### src/rtl/ex_wb_buffer.sv
// EX->WB pipeline register: two-entry skid buffer with branch resolve and PC redirect.
// Latency: 1 cycle from accepted EX beat to out_valid (and to redirect pulse).
// Backpressure: in_ready is registered and drops only when both entries are occupied.
module ex_wb_buffer #(
  parameter int DATA_W = 32,
  parameter int REG_W  = 6
) (
  input  logic              clk,
  input  logic              rst,
  input  logic              flush,
  input  logic              in_valid,
  output logic              in_ready,
  input  logic [6:0]        in_ctrl,
  input  logic [DATA_W-1:0] in_result,
  input  logic [DATA_W-1:0] in_rt,
  input  logic [DATA_W-1:0] in_target,
  input  logic              in_zero,
  input  logic              in_neg,
  input  logic [REG_W-1:0]  in_rd,
  output logic              out_valid,
  input  logic              out_ready,
  output logic [3:0]        out_ctrl,
  output logic [DATA_W-1:0] out_result,
  output logic [DATA_W-1:0] out_rt,
  output logic [REG_W-1:0]  out_rd,
  output logic              redirect_valid,
  output logic [DATA_W-1:0] redirect_pc
);

  typedef enum logic [1:0] {EMPTY, ONE, FULL} state_t;

  state_t state, next_state;

  logic              push;
  logic              pop;
  logic              taken;
  logic [3:0]        skid_ctrl;
  logic [DATA_W-1:0] skid_result;
  logic [DATA_W-1:0] skid_rt;
  logic [REG_W-1:0]  skid_rd;

  // Flush kills both sides of the handshake so neither EX nor WB sees a transfer.
  assign push      = in_valid & in_ready & ~flush;
  assign pop       = out_valid & out_ready & ~flush;
  assign out_valid = (state != EMPTY);

  // in_ctrl[2] = branch, [1] = btype (1: branch on negative, 0: on zero), [0] = jump.
  assign taken = in_ctrl[0] | (in_ctrl[2] & (in_ctrl[1] ? in_neg : in_zero));

  // Next-state decode of the occupancy FSM; flush always empties.
  always_comb begin
    next_state = state;
    case (state)
      EMPTY: if (push) next_state = ONE;
      ONE: begin
        if (push && !pop)      next_state = FULL;
        else if (pop && !push) next_state = EMPTY;
      end
      FULL: if (pop) next_state = ONE;
      default: next_state = EMPTY;
    endcase
    if (flush) next_state = EMPTY;
  end

  // State register plus registered ready derived from the upcoming occupancy.
  always_ff @(posedge clk) begin
    if (rst) begin
      state    <= EMPTY;
      in_ready <= 1'b1;
    end else begin
      state    <= next_state;
      in_ready <= (next_state != FULL);
    end
  end

  // Head/skid datapath: head always holds the oldest entry, skid the second.
  always_ff @(posedge clk) begin
    if (rst) begin
      out_ctrl    <= '0;
      out_result  <= '0;
      out_rt      <= '0;
      out_rd      <= '0;
      skid_ctrl   <= '0;
      skid_result <= '0;
      skid_rt     <= '0;
      skid_rd     <= '0;
    end else begin
      case (state)
        EMPTY, ONE: begin
          // In ONE a simultaneous pop frees the head, so the new beat replaces it.
          if (push && (state == EMPTY || pop)) begin
            out_ctrl   <= in_ctrl[6:3];
            out_result <= in_result;
            out_rt     <= in_rt;
            out_rd     <= in_rd;
          end else if (push) begin
            skid_ctrl   <= in_ctrl[6:3];
            skid_result <= in_result;
            skid_rt     <= in_rt;
            skid_rd     <= in_rd;
          end
        end
        FULL: begin
          if (pop) begin
            out_ctrl   <= skid_ctrl;
            out_result <= skid_result;
            out_rt     <= skid_rt;
            out_rd     <= skid_rd;
          end
        end
        default: ;
      endcase
    end
  end

  // One-cycle redirect pulse per accepted taken branch/jump; target held otherwise.
  always_ff @(posedge clk) begin
    if (rst) begin
      redirect_valid <= 1'b0;
      redirect_pc    <= '0;
    end else begin
      redirect_valid <= push & taken;
      if (push && taken) redirect_pc <= in_target;
    end
  end

endmodule

### config.mk
export PLATFORM = sky130hd
export DESIGN_NAME = ex_wb_buffer
export DESIGN_NICKNAME = d
export VERILOG_FILES = /design/src/rtl/ex_wb_buffer.sv
export SDC_FILE = /design/constraint.sdc
export NUM_CORES = 1
export LEC_CHECK = 0
export BUFFER_PORTS_ARGS = -buffer_cell sky130_fd_sc_hd__buf_4
export CAP_MARGIN = 20
export CELL_PAD_IN_SITES_DETAIL_PLACEMENT = 1
export CELL_PAD_IN_SITES_GLOBAL_PLACEMENT = 1
export CORE_MARGIN = 4
export CORE_UTILIZATION = 43
export DETAILED_ROUTE_END_ITERATION = 8
export PLACE_DENSITY = 0.86
export SLEW_MARGIN = 10
export SYNTH_ARGS = -nofsm -noshare
export SYNTH_HDL_FRONTEND = slang
export SYNTH_SLANG_ARGS = --single-unit
### constraint.sdc
create_clock -name clk -period 2.11 [get_ports clk]
set_input_delay 0.5275 -clock clk [delete_from_list [all_inputs] [get_ports clk]]
set_output_delay 0.5275 -clock clk [all_outputs]
set_load 0.005 [all_outputs]
==> impl_metrics.tcl <==
set metrics [dict create \
    outcome "complete, no violations" \
    synthTopCellsByCount "184 x dfxtp_1, 107 x mux2i_1" \
    path_class "register to output pin" \
    start_util 0.4397 \
    worstSetupStartpoint "state[1]" \
    crit_required_ns 1.58 \
    synth.area.top_cells "dfxtp_1 45%, mux2i_1 13%, a311oi_1 7.9%, a211oi_1 6.7%, nand2b_1 5.0%" \
    hpwlAfterDp_um 17360 \
    num_rows 50 \
    relSlewSlack 0.6088 \
    ys_warn_count 0 \
    utilization 0.5643 \
    yosysTopAreaCell "dfxtp_1" \
    maxSlewViolCount 0 \
    cp_max_fo 8 \
    synth_edf_count 0 \
    critPathLaunchType "register" \
    antenna_cells 0 \
    grt_pass1_vias 7637 \
    tns_ns 0 \
    grt_max_degree 94 \
    io_buffer_count 224 \
    cts_setup_buffers 0 \
    slowest_delay_ns 0.42 \
    rsz0062_at_grt "no" \
    cts_hold_buf 0 \
    wl_um 27410 \
    ys_seq_elements 184 \
    crit_chain "or2_2 > buf_4" \
    rr_startpoint "in_ready" \
    worst_pin_slew_ns 0.5869 \
    die_h_um 146.5 \
    postSynthCellCount 855 \
    core_area_um2 18770 \
    synth.net_count 971 \
    clk_pin_slew_ns 0.07 \
    max_cap_viol_count 0 \
    yosysMostFrequentCell "dfxtp_1" \
    viasPerCell 5.998 \
    p_leak_uw 0.004466 \
    fin_crit_sh 0.8772 \
    dieArea_um2 21470 \
    finClkSkew_ns 0.01764 \
    ys_seq_area_frac 0.4464 \
    cts_buffer_depth 2 \
    ctsResizeCount 0 \
    synth_cell_type_count 32 \
    ir_drop_mv 0.6024 \
    arrival_ns 1.32 \
    grt_first_pass_wirelength_um 42470 \
    areaGrowthSynthToFinish_pct 28.34 \
    synthesis.area_per_instance_um2 9.651 \
    drive_above_1_share 0.2850 \
    drc 0 \
    power_density_nw_per_um2 745.1 \
    timing.rr.end "out_rt[19]" \
    hold_path_class "input port to register" \
    drt-wirelength-per-cell_um 21.72 \
    netlist_area_um2 8252 \
    drt_iter0_markers 381 \
    clock-sinks 184 \
    htreeDepth 4 \
    setup_violations 0 \
    crit_end "out_valid" \
    nets 1131 \
    route.vias.total 7570 \
    cts_tree "yes" \
    place_congestion 0.7552 \
    fill_cells 2114 \
    yosysTopAreaCellShare 0.4464 \
    ff2ff_path_depth 4 \
    gr-total-overflow 0 \
    dieWidth_um 146.5 \
    ant_nets 0 \
    critical_path.slowest_cell "dfxtp_1" \
    end_kind "output pin" \
    async_flop_share 0 \
    clk_latency_ns 0.43 \
    hold_violations 0 \
    fin_crit_ns 1.851 \
    cts_root_buffer "clkbuf_16" \
    antenna_found_initial 0 \
    rrSetupSlack_ns 0.26 \
    fmax_ghz 0.5403 \
    first_pass_iters 4 \
    cts_buffers 17 \
    grt_usage 0.2444 \
    synthFlopType "dfxtp_1" \
    io_pins 225 \
]
==> layer usage <==
metal / track usage / part of all wire
met1: 0.3258 / 0.43
met2: 0.4008 / 0.49
met4: 0.07620 / 0.022
met3: 0.04842 / 0.062
met5: 0 / 0
==> per-stage QoR <==
step | power (µW) | hold WS [ns] | setup WS [ns] | cells | instance area, µm²
6_report | 7891 | 0.3551 | 0.2591 | 1262 | 10590
4_1_cts | 7958 | 0.3294 | 0.2366 | 1262 | 10590
3_3_place_gp | 4739 | 0.4590 | 0.2139 | 1230 | 9998
5_1_grt | 8204 | 0.3436 | 0.1449 | 1262 | 10590
2_1_floorplan | 4225 | 0.4532 | 0.5022 | 855 | 8252
3_5_place_dp | 4774 | 0.4668 | 0.1373 | 1230 | 9998
==> cell usage in the layout, fill, tap and decap left out, drive strengths merged <==
| master | instances |
|---|---|
| inv | 4 |
| xnor2 | 1 |
| clkbuf | 21 |
| buf | 249 |
| and2 | 1 |
| nand2b | 66 |
| nor2 | 2 |
| nand3b | 1 |
| nand3 | 74 |
| and4bb | 1 |
| or3b | 1 |
| clkinvlp | 2 |
| nor4 | 1 |
| a21boi | 1 |
| dfxtp | 184 |
| bufinv | 1 |
| o21ai | 74 |
| or4b | 1 |
| a31o | 1 |
| nor3b | 1 |
| a21oi | 74 |
| and3b | 1 |
| a211oi | 75 |
| mux2i | 107 |
| or4 | 1 |
| or2 | 1 |
| o41ai | 1 |
| a311oi | 74 |
| nor2b | 2 |
| clkinv | 5 |
==> kinds of logic after synthesis <==
kind of cell / synth area share
xor gates and xnor gates: 0.001062
DFF: 0.4464
buffers and inverters: 0.07293
AOI/OAI and AO/OA: 0.2411
muxes: 0.1298
and+or+nand+nor: 0.1087
==> flip-flops by register name, summed over array words and instances (netlist names), 4 cells and up <==
signal and count:
out_result 32, out_rt 32, redirect_pc 32, skid_result 32, skid_rt 32, out_rd 6, skid_rd 6, out_ctrl 4
skid_ctrl 4
==> worst max-delay path: cells and delay by family, from the launching register on <==
kind | cells | cell delay [ns]
AND/OR/NAND/NOR | 1 | 0.34
buffers and inverters | 1 | 0.15
flip-flops | 1 | 0.42
==> where the power goes <==
group / total [µW] / leakage, µW / switching (µW) / internal, µW
clock: 3190 / 0.000287 / 1420 / 1770
sequential: 3690 / 0.00150 / 82.2 / 3600
combinational: 1010 / 0.00268 / 506 / 509
total: 7890 / 0.00447 / 2010 / 5880
==> worst min-delay path by stage <==
stage / endpoint / slack [ns] / from / cells past startpoint
6_report: state[1] / 0.36 / out_ready / 2
5_1_grt: state[1] / 0.34 / out_ready / 2
4_1_cts: state[1] / 0.33 / out_ready / 2
3_5_place_dp: skid_result[3] / 0.47 / skid_result[3] / 2
3_3_place_gp: skid_rt[9] / 0.46 / skid_rt[9] / 2
2_1_floorplan: skid_ctrl[0] / 0.45 / skid_ctrl[0] / 2
==> cell type report <==
cell class / instances / area (µm²) / area share
clock buffers: 21 / 480.5 / 0.04537
clock inverters: 11 / 111.4 / 0.01052
inverters: 1 / 3.754 / 0.0003544
multi-input cells: 562 / 3995 / 0.3772
flip-flops and latches: 184 / 3684 / 0.3478
well taps: 234 / 292.8 / 0.02765
repair buffers: 249 / 2023 / 0.1910
(Power assumes the default switching activity.)
